`src/rtl/ascon_arb.sv`:
```
// ascon_arb: time-shares a single ascon_core between NREQ requesters, one complete
// operation (mode start to core done) at a time, with round-robin selection.
//
// Ports:
//   clk, rst_n          clock and asynchronous active-low reset
//   core_rst            active-high core reset, held 2 cycles after rst_n rises
//   req_mode            per-requester mode, nonzero = request
//   req_key*/req_bdi*   per-requester input streams (forwarded when granted)
//   req_bdo*            per-requester output stream (zero unless granted)
//   req_auth*           per-requester latched tag-verify result
//   req_done            one-cycle end-of-operation pulse
//   gnt                 one-hot current grant, 0 when idle
//   core_*              mirror of the ascon_core port list, opposite direction
module ascon_arb #(
    parameter int unsigned CCW  = 32,
    parameter int unsigned NREQ = 2
) (
    input  logic                           clk,
    input  logic                           rst_n,
    output logic                           core_rst,
    // requester side
    input  logic [NREQ-1:0][3:0]           req_mode,
    input  logic [NREQ-1:0][CCW-1:0]       req_key,
    input  logic [NREQ-1:0]                req_key_valid,
    output logic [NREQ-1:0]                req_key_ready,
    input  logic [NREQ-1:0][CCW-1:0]       req_bdi,
    input  logic [NREQ-1:0][CCW/8-1:0]     req_bdi_valid,
    input  logic [NREQ-1:0][3:0]           req_bdi_type,
    input  logic [NREQ-1:0]                req_bdi_eot,
    input  logic [NREQ-1:0]                req_bdi_eoi,
    output logic [NREQ-1:0]                req_bdi_ready,
    output logic [NREQ-1:0][CCW-1:0]       req_bdo,
    output logic [NREQ-1:0]                req_bdo_valid,
    output logic [NREQ-1:0][3:0]           req_bdo_type,
    output logic [NREQ-1:0]                req_bdo_eot,
    input  logic [NREQ-1:0]                req_bdo_ready,
    input  logic [NREQ-1:0]                req_bdo_eoo,
    output logic [NREQ-1:0]                req_auth,
    output logic [NREQ-1:0]                req_auth_valid,
    output logic [NREQ-1:0]                req_done,
    output logic [NREQ-1:0]                gnt,
    // core side
    output logic [CCW-1:0]                 core_key,
    output logic                           core_key_valid,
    input  logic                           core_key_ready,
    output logic [CCW-1:0]                 core_bdi,
    output logic [CCW/8-1:0]               core_bdi_valid,
    output logic [3:0]                     core_bdi_type,
    output logic                           core_bdi_eot,
    output logic                           core_bdi_eoi,
    input  logic                           core_bdi_ready,
    output logic [3:0]                     core_mode,
    input  logic [CCW-1:0]                 core_bdo,
    input  logic                           core_bdo_valid,
    input  logic [3:0]                     core_bdo_type,
    input  logic                           core_bdo_eot,
    output logic                           core_bdo_ready,
    output logic                           core_bdo_eoo,
    input  logic                           core_auth,
    input  logic                           core_auth_valid,
    input  logic                           core_done
);

    localparam int unsigned IW = (NREQ > 1) ? $clog2(NREQ) : 1;

    typedef enum logic [2:0] {
        StRstHold,
        StIdle,
        StStart,
        StBusy,
        StRelease
    } state_e;

    state_e          state_q;
    logic [IW-1:0]   idx_q;
    logic [IW-1:0]   rr_ptr_q;
    logic [NREQ-1:0] mask_q;
    logic [1:0]      sync_q;

    logic [NREQ-1:0] elig;
    logic            pick_found;
    logic [IW-1:0]   pick_idx;
    logic [IW:0]     cand_sum;
    logic            fwd;

    // Core stays in reset until the synchronizer has seen rst_n high for 2 edges.
    assign core_rst = ~sync_q[1];

    always_comb begin
        for (int unsigned i = 0; i < NREQ; i++) begin
            elig[i] = (req_mode[i] != 4'd0) && !mask_q[i];
        end
    end

    // Round-robin: first eligible index at or after rr_ptr, wrapping modulo NREQ.
    always_comb begin
        pick_found = 1'b0;
        pick_idx   = '0;
        cand_sum   = '0;
        for (int unsigned k = 0; k < NREQ; k++) begin
            cand_sum = {1'b0, rr_ptr_q} + (IW+1)'(k);
            if (cand_sum >= (IW+1)'(NREQ)) begin
                cand_sum = cand_sum - (IW+1)'(NREQ);
            end
            if (!pick_found && elig[cand_sum[IW-1:0]]) begin
                pick_found = 1'b1;
                pick_idx   = cand_sum[IW-1:0];
            end
        end
    end

    always_ff @(posedge clk or negedge rst_n) begin
        if (!rst_n) begin
            state_q        <= StRstHold;
            idx_q          <= '0;
            rr_ptr_q       <= '0;
            mask_q         <= '0;
            sync_q         <= 2'b00;
            gnt            <= '0;
            req_done       <= '0;
            req_auth       <= '0;
            req_auth_valid <= '0;
        end else begin
            sync_q   <= {sync_q[0], 1'b1};
            req_done <= '0;
            unique case (state_q)
                StRstHold: begin
                    // Leave on the same edge that drops core_rst.
                    if (sync_q[0]) begin
                        state_q <= StIdle;
                    end
                end
                StIdle: begin
                    mask_q <= '0;
                    if (pick_found) begin
                        gnt     <= NREQ'(1) << pick_idx;
                        idx_q   <= pick_idx;
                        state_q <= StStart;
                    end
                end
                StStart: begin
                    // Core has just sampled mode; its stale done is gone by BUSY.
                    req_auth[idx_q]       <= 1'b0;
                    req_auth_valid[idx_q] <= 1'b0;
                    state_q               <= StBusy;
                end
                StBusy: begin
                    if (core_done) begin
                        req_auth[idx_q]       <= core_auth;
                        req_auth_valid[idx_q] <= core_auth_valid;
                        req_done              <= gnt;
                        state_q               <= StRelease;
                    end
                end
                StRelease: begin
                    rr_ptr_q <= (idx_q == IW'(NREQ - 1)) ? '0 : idx_q + IW'(1);
                    // Covers the cycle in which the finished requester drops its mode.
                    mask_q   <= gnt;
                    gnt      <= '0;
                    state_q  <= StIdle;
                end
                default: state_q <= StRstHold;
            endcase
        end
    end

    assign fwd = (state_q == StStart) || (state_q == StBusy);

    // Zero-latency pass-through between the granted requester and the core.
    always_comb begin
        core_key       = '0;
        core_key_valid = 1'b0;
        core_bdi       = '0;
        core_bdi_valid = '0;
        core_bdi_type  = '0;
        core_bdi_eot   = 1'b0;
        core_bdi_eoi   = 1'b0;
        core_mode      = '0;
        core_bdo_ready = 1'b0;
        core_bdo_eoo   = 1'b0;
        req_key_ready  = '0;
        req_bdi_ready  = '0;
        req_bdo        = '0;
        req_bdo_valid  = '0;
        req_bdo_type   = '0;
        req_bdo_eot    = '0;
        if (fwd) begin
            core_key              = req_key[idx_q];
            core_key_valid        = req_key_valid[idx_q];
            core_bdi              = req_bdi[idx_q];
            core_bdi_valid        = req_bdi_valid[idx_q];
            core_bdi_type         = req_bdi_type[idx_q];
            core_bdi_eot          = req_bdi_eot[idx_q];
            core_bdi_eoi          = req_bdi_eoi[idx_q];
            core_mode             = req_mode[idx_q];
            core_bdo_ready        = req_bdo_ready[idx_q];
            core_bdo_eoo          = req_bdo_eoo[idx_q];
            req_key_ready[idx_q]  = core_key_ready;
            req_bdi_ready[idx_q]  = core_bdi_ready;
            req_bdo[idx_q]        = core_bdo;
            req_bdo_valid[idx_q]  = core_bdo_valid;
            req_bdo_type[idx_q]   = core_bdo_type;
            req_bdo_eot[idx_q]    = core_bdo_eot;
        end
    end

endmodule

```
`config.mk`:
```
export PLATFORM = sky130hd
export DESIGN_NAME = ascon_arb
export DESIGN_NICKNAME = d
export VERILOG_FILES = /design/src/rtl/ascon_arb.sv
export SDC_FILE = /design/constraint.sdc
export NUM_CORES = 1
export LEC_CHECK = 0
export BUFFER_PORTS_ARGS = -buffer_cell sky130_fd_sc_hd__buf_2
export CAP_MARGIN = 20
export CORE_AREA = 2 2 148 150
export DETAILED_ROUTE_END_ITERATION = 7
export DIE_AREA = 0 0 150 152
export GPL_TIMING_DRIVEN = 0
export SETUP_SLACK_MARGIN = 0.4
export SLEW_MARGIN = 30
export SYNTH_ARGS = -nofsm -noshare
export SYNTH_HDL_FRONTEND = slang
export SYNTH_SLANG_ARGS = --single-unit
```
`constraint.sdc`:
```
create_clock -name clk -period 1.4 [get_ports clk]
set_clock_uncertainty 0.05 [all_clocks]
set_input_delay 0.14 -clock clk [delete_from_list [all_inputs] [get_ports clk]]
set_output_delay 0.14 -clock clk [all_outputs]
set_load 0.1 [all_outputs]
```
# Yosys cells after proc, flatten, opt, wreduce, memory -nomap -nowiden
# Index checks and enable logic that the tools add are counted.
[word_totals] n_memories=0 inputBits=207 elab_cells=122 ff_bits=17 ramBits=0 latch_bits=0 mem_bits_ro=0 out_inout_bits=170
[classes] n_div=0 n_lt_le_gt_ge=6 n_addsub=4 n_eq_ne=7 bitwise=10 n_mul=0 reduce_logical=17 n_mux=68 shifts=1
[ops] op="two-way mux 32 bit" n=7
[ops] op="bitwise AND 64 bit" n=1
[ops] op="two-way mux 64 bit" n=1
[ops] op="two-way mux 4 bit" n=10
[ops] op="demux 32 bit (select 1 bit)" n=1
[ops] op="two-way mux 1 bit" n=27
[ops] op="two-way mux 2 bit" n=9
[ops] op="one-hot mux 2 bit (2 select lines)" n=4
[ops] op="one-hot mux 3 bit (5 select lines)" n=1
[ops] op="bitwise AND 2 bit" n=6
[ops] op="two-way mux 3 bit" n=3
[ops] op="bitwise AND 8 bit" n=1
[ops] op="two-way mux 8 bit" n=1
[ops] op="nonzero test 4 bit" n=2
[ops] op="== test 3 x 2 -> 1 bit (second input constant)" n=2
[ops] op="less-than comparator 1 x 2 -> 1 bit (second input constant)" n=3
[ops] op="inequality test 2 bit (second input constant)" n=3
[ops] op="AND reduction 2 bit" n=3
[ops] op="bitwise mux 2 bit" n=2
[ops] op="demux 4 bit (select 1 bit)" n=1
[ops] op="logical AND 1 bit" n=4
[ops] op="nonzero test 2 bit" n=2
[ops] op="== test 3 x 1 -> 1 bit (second input constant)" n=1
[ops] op="== test 3 bit (second input constant)" n=1
[ops] op="14 further kinds" n=17

# Longest topological paths before layout
# Gate-level depths: netlist (run 1).
[logic_depth] ltp_word=11 ltp_mapped=5 ltp_nobuf=4

# Worst setup path after synthesis (run 1)
# OpenSTA, ideal clock, no wires.
[synth_path] kind="flip-flop to output port" start="register idx_q" end="output port core_bdi[28]" stages_incl_launch_ff=6 path_buffers=3 path_slack_ns=-1.013 t_arrival_ns=2.223 path_cell_list="dfrtp_1 -> buf_2 -> buf_4 -> buf_2 -> mux2i_1 -> nor2_1"
[synth_via] elab_chain_len=3
[synth_lines] element="from (decl)" line_no="75" rtl="logic [IW-1:0] idx_q;"
[synth_lines] element="from (signal assigned)" line_no="137" rtl="idx_q <= pick_idx;"
[synth_lines] element="two-way mux 32 bit (implied by the code) (2 in series)" line_no="190" rtl="core_bdi = req_bdi[idx_q];"
[synth_lines] element="two-way mux 32 bit" line_no="187" rtl="if (fwd) begin"
[synth_lines] element="to (decl)" line_no="46" rtl="output logic [CCW-1:0] core_bdi,"
# Every way passes these cells. The select of a mux whose other input is x is not followed.

==> run_results.csv, run 1 <==
group,metric,value,unit
worst_hold_path,hold_path.class,"input pin to flop",
critical_path,r2r-start,"state_q[1]$_DFFE_PN0P_",
timing,period_needed,1.92,ns
clocking,cts_tree,"built",
grt,grt_pass1_vias,4863,
synth,syn_avg_cell_area,7.30,sq um
final_layout,synthToLayoutAreaGrowth,301,%
job,drv_cap,0,
placed_design,io_buffers,376,
final_layout,final.fill_count,1762,
clocking,htreeDepth,1,
timing,period_share,1.37,
floorplan,core.rowCount,54,
final_layout,num_antenna_cells,0,
synth,syn_inst,350,
synth,synth_seq_cells,17,
critical_path,worst_ep_arrival_time,1.73,ns
floorplan,start_util,0.120,
critical_path,endpoint_kind,"primary output",
floorplan,die_width,150,um
critical_path,crit_start,"state_q[2]$_DFFE_PN0P_",
placed_design,place_ws,-0.829,ns
grt,groute.usage.overall,0.163,
grt,antenna_found_initial,1,
synth,yosysUniqueCellTypes,25,
timing,setup_viol,175,
grt,grt_overflow_total,0,
detailed_routing,drt-total-wl,21100,um
clocking,root_buffer,"clkbuf_16",
critical_path,cp_max_fo,7,
synth,syn_nets,557,
grt,grt_pass1_wl,28800,um
floorplan,dieArea,0.0228,sq mm
clocking,cts_inserted_buffers,3,
detailed_routing,first_pass_iters,4,
clocking,path_clk_slew,0.05,ns
placed_design,hpwlAfterDp,12800,um
timing,final_max_slew_viol_count,0,
detailed_routing,drc_errors,0,
worst_hold_path,hp-start,"core_auth",
timing,hold_violations,0,
clocking,clkLatencyLatePin,0.25,ns
clocking,clock_path_buffers,2,
final_layout,drive_above_1_share,0.924,
placed_design,routabilityCongestion,0.805,
run_status,violations,"negative setup slack",
floorplan,die_h,152,um
synth,ys_warn_count,0,
timing,grt_setup_unrepaired,"yes",
detailed_routing,wire_per_inst,19.9,um
detailed_routing,drtIter0Drc,168,
critical_path,path_class,"flop to primary output",
timing,max_freq,0.522,GHz
grt,grt_start_max_net_pins,18,
synth,seq_area_frac_synth,0.167,
synth,syn_area,0.00255,sq mm
floorplan,io_pins,377,
clocking,cts_sinks,17,
critical_path,worstPathRequired,1.21,ns
floorplan,core-area,0.0214,sq mm
run_status,outcome,"finished with violations",
detailed_routing,viasPerCell,4.32,
detailed_routing,vias,4576,
final_layout,final_nets,988,
detailed_routing,final_antenna_net_count,0,
critical_path,startpoint_type,"flop",
timing,fin_ws,-0.515,ns
flip-flops by register name, summed over array words and instances (netlist names):
register        flops
gnt                 2
idx_q               1
mask_q              2
req_auth            2
req_auth_valid      2
req_done            2
rr_ptr_q            1
state_q             3
sync_q              2
synthesized netlist by cell type:
library cell	number	area share
mux2i_1	81	0.32
o21ai_0	5	0.0098
a22o_1	6	0.021
buf_2	21	0.041
dfrtp_1	17	0.17
o22ai_1	4	0.0098
nor4_1	3	0.0073
buf_4	3	0.0088
clkbuf_1	11	0.016
nor2b_1	1	0.0025
nor2_1	85	0.12
nand2_1	6	0.0088
and3_1	83	0.20
inv_1	7	0.010
a21boi_1	2	0.0059
conb_1	1	0.0015
buf_6	2	0.0088
nand2_2	2	0.0049
o311ai_0	1	0.0034
and2_1	3	0.0073
or3b_1	1	0.0034
nor3b_4	1	0.0073
a21oi_1	2	0.0039
and2b_4	1	0.0039
nand2b_1	1	0.0025
critical path, stage by stage (launching register included):
cell	delay [ns]
dfrtp_2	0.40
and2b_4	0.30
buf_12	0.16
buf_12	0.12
buf_8	0.11
and3_4	0.20
buf_12	0.17
path summary, 6_finish.rpt:
check | endpoint | slack, ns | cells after the start
setup / recovery | req_bdo[43] | -0.52 | 6
hold / removal | req_auth[0]$_DFFE_PN0P_ | 0.27 | 4
setup reg to reg | gnt[0]$_DFFE_PN0P_ | -0.29 | 7
hold reg to reg | sync_q[1]$_DFF_PN0_ | 0.41 | 0
max in group asynchronous | req_auth_valid[0]$_DFFE_PN0P_ | 0.72 | 2
min in group asynchronous | mask_q[0]$_DFFE_PN0P_ | 0.29 | 2
cells by family (layout without fill, tap and decap cells):
| logic type | after synthesis | after routing | synth area share |
|---|---|---|---|
| other cells | 1 | 1 | 0.00147 |
| compound gates | 20 | 20 | 0.0534 |
| simple gates | 187 | 187 | 0.376 |
| mux | 81 | 81 | 0.317 |
| flops | 17 | 17 | 0.167 |
| buf+inv | 44 | 474 | 0.0852 |
final cells by class:
class / instances / area [sq um] / area share
tap: 280 / 350 / 0.0342
buffer: 37 / 623 / 0.0609
timing repair buffer: 426 / 5260 / 0.514
multi-input combinational: 289 / 3450 / 0.337
inverter: 7 / 33.8 / 0.00330
clock buffer: 4 / 78.8 / 0.00770
sequential: 17 / 438 / 0.0428
stage by stage:
step | setup TNS, ns | cells | utilization | hold slack [ns] | area, sq um
5_1_grt | -72.76 | 1060 | 0.479 | 0.275 | 10200
4_1_cts | -62.53 | 1048 | 0.449 | 0.258 | 9590
3_5_place_dp | -85.60 | 1006 | 0.269 | 0.0333 | 5740
2_1_floorplan | -38.89 | 350 | - | -0.206 | 3510
6_report | -65.80 | 1060 | 0.479 | 0.271 | 10200
3_3_place_gp | -85.37 | 1006 | 0.269 | 0.0302 | 5740
cell usage in the layout (no fill, tap or decap), drive strengths merged:
cell type    instances
a21boi               2
a21oi                2
a22o                 6
and2                 3
and2b                1
and3                83
buf                447
clkbuf              19
clkinvlp             2
conb                 1
dfrtp               17
dlygate4sd3          1
inv                  5
mux2i               81
nand2                8
nand2b               1
nor2                85
nor2b                1
nor3b                1
nor4                 3
o21ai                5
o22ai                4
o311ai               1
or3b                 1
routing by layer:
metal | routed length (um) | vias up | part of all wire | track usage
li1 | - | 2101 | - | -
met1 | 7720 | 2199 | 0.37 | 0.185
met2 | 11500 | 243 | 0.54 | 0.304
met3 | 1360 | 31 | 0.065 | 0.0282
met4 | 514 | 2 | 0.024 | 0.0521
met5 | 13 | - | 0.00062 | 0
what timing repair did:
item,in CTS,in global routing
pin swaps,41,27
cloned,13,5
endpoints found under the setup margin,185,185
resized for setup,841,87
setup buffers,24,7
hold endpoints to repair,17,0
hold buffers,1,0
Power of run 1 is not shown: default switching activity piles up to over one toggle a cycle in this logic, so the estimate is an artifact.
==> run 2, diff against run 1 <==
--- a/config.mk
+++ b/config.mk
@@ -8,6 +8,7 @@
 export BUFFER_PORTS_ARGS = -buffer_cell sky130_fd_sc_hd__buf_2
 export CAP_MARGIN = 20
 export CORE_AREA = 2 2 148 150
+export CTS_BUF_LIST = sky130_fd_sc_hd__clkbuf_16
 export DETAILED_ROUTE_END_ITERATION = 7
 export DIE_AREA = 0 0 150 152
 export GPL_TIMING_DRIVEN = 0
==> run_results.csv, run 2 (synthesis results as in run 1) <==
group,metric,value,unit
final_layout,final.fill_count,1707,
placed_design,placed_area,0.00574,sq mm
detailed_routing,viasPerCell,4.32,
grt,grt_overflow_total,0,
clocking,cts_tree,"built",
placed_design,routabilityCongestion,0.805,
timing,final_max_slew_viol_count,0,
critical_path,crit_top_cell,"buf_12",
final_layout,synthToLayoutAreaGrowth,316,%
timing,period_share,1.35,
timing,max_freq,0.530,GHz
grt,grt_pass1_vias,4770,
final_layout,final_cell_area,0.0106,sq mm
clocking,cts_sinks,17,
grt,grt_pass1_wl,28200,um
placed_design,hpwlAfterDp,12800,um
floorplan,start_util,0.120,
critical_path,endpoint_kind,"primary output",
timing,fin_ws,-0.485,ns
clocking,cts_inserted_buffers,3,
floorplan,die_width,150,um
worst_hold_path,hold_path.class,"input pin to flop",
detailed_routing,final_antenna_net_count,0,
critical_path,cpPeakStageDelay,0.39,ns
floorplan,die_h,152,um
floorplan,dieArea,0.0228,sq mm
placed_design,place_ws,-0.829,ns
timing,period_needed,1.89,ns
final_layout,final_cell_mix,"buf_2 (206), buf_12 (188), and3_4 (82)",
detailed_routing,drt-total-wl,21700,um
clocking,clock_path_buffers,2,
critical_path,path_class,"flop to primary output",
final_layout,drive_above_1_share,0.950,
detailed_routing,drtIter0Drc,141,
final_layout,largest_reg_flops,3,
timing,hold_violations,0,
critical_path,path_delay_family,"buffers and inverters",
placed_design,io_buffers,376,
grt,grt_start_max_net_pins,18,
timing,grt_setup_unrepaired,"yes",
detailed_routing,first_pass_iters,4,
critical_path,worst_ep_arrival_time,1.70,ns
floorplan,core.rowCount,54,
clocking,htreeDepth,1,
final_layout,final_common_cell,"buf_2",
grt,groute.usage.overall,0.159,
timing,final.setup.tns,-65.64,ns
clocking,root_buffer,"clkbuf_16",
job,drv_cap,0,
floorplan,io_pins,377,
detailed_routing,drc_errors,0,
clocking,path_clk_slew,0.05,ns
critical_path,slowest_stage,"dfrtp_2",
final_layout,multi_input_area,0.00378,sq mm
critical_path,cp_max_fo,6,
critical_path,crit_buf_inv,4,
final_layout,ff_latch_area,438,sq um
detailed_routing,wire_per_inst,20.4,um
run_status,violations,"negative setup slack",
critical_path,worstPathRequired,1.21,ns
run_status,outcome,"finished with violations",
final_layout,num_antenna_cells,0,
critical_path,startpoint_type,"flop",
floorplan,core-area,0.0214,sq mm
final_layout,top_register,"state_q",
detailed_routing,vias,4594,
final_layout,final_nets,991,
critical_path,path_cells,"and2b_4 > buf_12 > buf_12 > buf_8 > and3_4 > buf_12",
timing,setup_viol,175,
grt,antenna_found_initial,0,
clocking,clkLatencyLatePin,0.25,ns
==> run 2: cell count changes in the layout (fill, tap and decap cells not counted), sizes merged <==
| cell | delta |
|---|---|
| clkbuf | +3 |
| buf | -1 |
| inv | +1 |
==> run 2: worst paths after layout <==
path                                        startpoint                            end  slack [ns]  depth (start not counted)
worst min register to register     sync_q[0]$_DFF_PN0_            sync_q[1]$_DFF_PN0_        0.41                          0
worst max-delay path            state_q[2]$_DFFE_PN0P_                    req_bdo[38]       -0.49                          6
min in group asynchronous                        rst_n            sync_q[1]$_DFF_PN0_        0.29                          2
worst max register to register  state_q[1]$_DFFE_PN0P_             gnt[0]$_DFFE_PN0P_       -0.27                          7
worst min-delay path                   core_auth_valid  req_auth_valid[0]$_DFFE_PN0P_        0.26                          4
max in group asynchronous                        rst_n  req_auth_valid[0]$_DFFE_PN0P_        0.72                          2
==> run 2: final cells by class <==
class	count	area share
clock inverters	1	0.000353
flip-flops and latches	17	0.0412
inverters	7	0.00318
clock buffers	3	0.00706
plain buffers	37	0.0648
multi-input cells	289	0.355
well taps	280	0.0330
repair buffers	429	0.495
==> run 2: stage by stage <==
| stage | utilization | std cells | hold slack (ns) |
|---|---|---|---|
| 2_1_floorplan | - | 350 | -0.206 |
| 3_3_place_gp | 0.269 | 1006 | 0.0302 |
| 3_5_place_dp | 0.269 | 1006 | 0.0333 |
| 4_1_cts | 0.441 | 1040 | 0.258 |
| 5_1_grt | 0.498 | 1063 | 0.275 |
| 6_report | 0.498 | 1063 | 0.264 |
==> run 2: per-layer routing <==
layer,routed length [um],share of wire,up-vias,GRT usage
li1,-,-,2118,-
met1,7860,0.36,2204,0.183
met3,1380,0.064,36,0.0258
met2,11900,0.55,236,0.298
met5,0,0,-,0
met4,483,0.022,0,0.0427
==> run 2: repair_timing <==
| item | 4_1_cts | 5_1_grt |
|---|---|---|
| hold buffers | 1 | 0 |
| endpoints found under the setup margin | 185 | 185 |
| setup buffers | 22 | 10 |
| gates cloned | 7 | 13 |
| gates resized for setup | 832 | 167 |
| pin swaps | 37 | 48 |
| endpoints found under the hold margin | 17 | 0 |
==> run 2: worst reg2reg max path: cells and delay by family, from the launching register on <==
family | cells | cell delay (ns)
AND/OR/NAND/NOR | 3 | 0.67
flip-flops | 1 | 0.43
buffers and inverters | 3 | 0.33
AO/OA/AOI/OAI | 1 | 0.05
Power of run 2 is left out for the same reason.
==> run 3, diff against run 2 <==
--- a/config.mk
+++ b/config.mk
@@ -12,6 +12,7 @@
 export DETAILED_ROUTE_END_ITERATION = 7
 export DIE_AREA = 0 0 150 152
 export GPL_TIMING_DRIVEN = 0
+export MAX_ROUTING_LAYER = met4
 export SETUP_SLACK_MARGIN = 0.4
 export SLEW_MARGIN = 30
 export SYNTH_ARGS = -nofsm -noshare
==> run_results.csv, run 3 (synthesis results as in run 1) <==
group,metric,value,unit
run_status,outcome,"finished with violations",
detailed_routing,drtIter0Drc,162,
final_layout,final_cell_area,0.0107,sq mm
run_status,violations,"negative setup slack",
detailed_routing,wire_per_inst,20.5,um
clocking,cts_sinks,17,
detailed_routing,drt-total-wl,21800,um
placed_design,hpwlAfterDp,12800,um
floorplan,die_h,152,um
clocking,root_buffer,"clkbuf_16",
final_layout,final_cell_mix,"buf_2 (206), buf_12 (187), and3_4 (82)",
detailed_routing,wl_met2,11900,um
timing,final_max_slew_viol_count,0,
critical_path,endpoint_kind,"primary output",
floorplan,dieArea,0.0228,sq mm
floorplan,core.rowCount,54,
timing,max_freq,0.530,GHz
final_layout,drive_above_1_share,0.950,
clocking,clock_path_buffers,2,
timing,fin_ws,-0.485,ns
detailed_routing,routed-wl-met3,1240,um
floorplan,io_pins,377,
floorplan,core-area,0.0214,sq mm
floorplan,start_util,0.120,
timing,grt_setup_unrepaired,"yes",
clocking,cts_inserted_buffers,3,
grt,grt_overflow_total,0,
final_layout,largest_reg_flops,3,
timing,period_share,1.35,
final_layout,final_common_cell,"buf_2",
final_layout,final.fill_count,1707,
timing,period_needed,1.89,ns
final_layout,synthToLayoutAreaGrowth,318,%
grt,grt_start_max_net_pins,18,
critical_path,cp_max_fo,6,
clocking,htreeDepth,1,
job,drv_cap,0,
detailed_routing,drc_errors,0,
worst_hold_path,hold_path.class,"input pin to flop",
detailed_routing,wl_met1,8050,um
final_layout,final_nets,993,
floorplan,die_width,150,um
detailed_routing,vias,4638,
clocking,cts_tree,"built",
grt,antenna_found_initial,0,
detailed_routing,viasPerCell,4.35,
critical_path,worst_ep_arrival_time,1.70,ns
grt,grt_pass1_wl,28100,um
placed_design,place_ws,-0.829,ns
clocking,clkLatencyLatePin,0.25,ns
timing,setup_viol,175,
placed_design,io_buffers,376,
final_layout,top_register,"state_q",
critical_path,worstPathRequired,1.21,ns
clocking,path_clk_slew,0.05,ns
final_layout,num_antenna_cells,0,
final_layout,final_core_util,0.500,
critical_path,startpoint_type,"flop",
timing,hold_violations,0,
grt,grt_pass1_vias,4753,
detailed_routing,dr.max_layer_used,"met4",
detailed_routing,final_antenna_net_count,0,
critical_path,path_class,"flop to primary output",
placed_design,placed_area,0.00574,sq mm
grt,groute.usage.overall,0.163,
placed_design,routabilityCongestion,0.817,
detailed_routing,first_pass_iters,4,
run 3: through the flow:
step	std cells	hold slack [ns]	setup TNS, ns
2_1_floorplan	350	-0.206	-38.89
3_3_place_gp	1006	0.0302	-85.37
3_5_place_dp	1006	0.0333	-85.60
4_1_cts	1040	0.258	-61.00
5_1_grt	1065	0.275	-74.05
6_report	1065	0.263	-67.04
run 3: worst max-delay path: stages, from the launching register on:
cell and delay [ns]:
dfrtp_2 0.39, and2b_4 0.30, buf_12 0.15, buf_12 0.12, buf_8 0.11, and3_4 0.20
buf_12 0.17
run 3: final timing paths:
check | slack (ns) | to | cells past startpoint | startpoint
setup / recovery | -0.49 | req_bdo[43] | 6 | state_q[2]$_DFFE_PN0P_
min in group asynchronous | 0.29 | sync_q[1]$_DFF_PN0_ | 2 | rst_n
setup reg to reg | -0.27 | gnt[0]$_DFFE_PN0P_ | 7 | state_q[1]$_DFFE_PN0P_
max in group asynchronous | 0.72 | state_q[1]$_DFFE_PN0P_ | 2 | rst_n
hold / removal | 0.26 | req_auth_valid[0]$_DFFE_PN0P_ | 4 | core_auth_valid
hold reg to reg | 0.41 | sync_q[1]$_DFF_PN0_ | 0 | sync_q[0]$_DFF_PN0_
run 3: repair_timing:
action | 4_1_cts | 5_1_grt
buffers inserted | 22 | 10
pin swaps | 37 | 48
hold buffers | 1 | 0
endpoints found under the hold margin | 17 | 0
gates cloned | 7 | 15
resized for setup | 832 | 166
setup endpoints to repair | 185 | 185
run 3: final cells by class:
class	instances	area [sq um]	share of cell area
timing repair buffer	431	5310	0.498
buffer	37	696	0.0652
tap	280	350	0.0328
clock inverter	1	3.75	0.000352
inverter	7	33.8	0.00317
clock buffer	3	75.1	0.00704
multi-input combinational	289	3760	0.352
sequential	17	438	0.0411
run 3: per-layer routing:
layer	vias up	global-route usage
met5	-	-
li1	2125	-
met4	0	0.0427
met1	2236	0.187
met3	41	0.0192
met2	236	0.298
Power of run 3 is left out for the same reason.
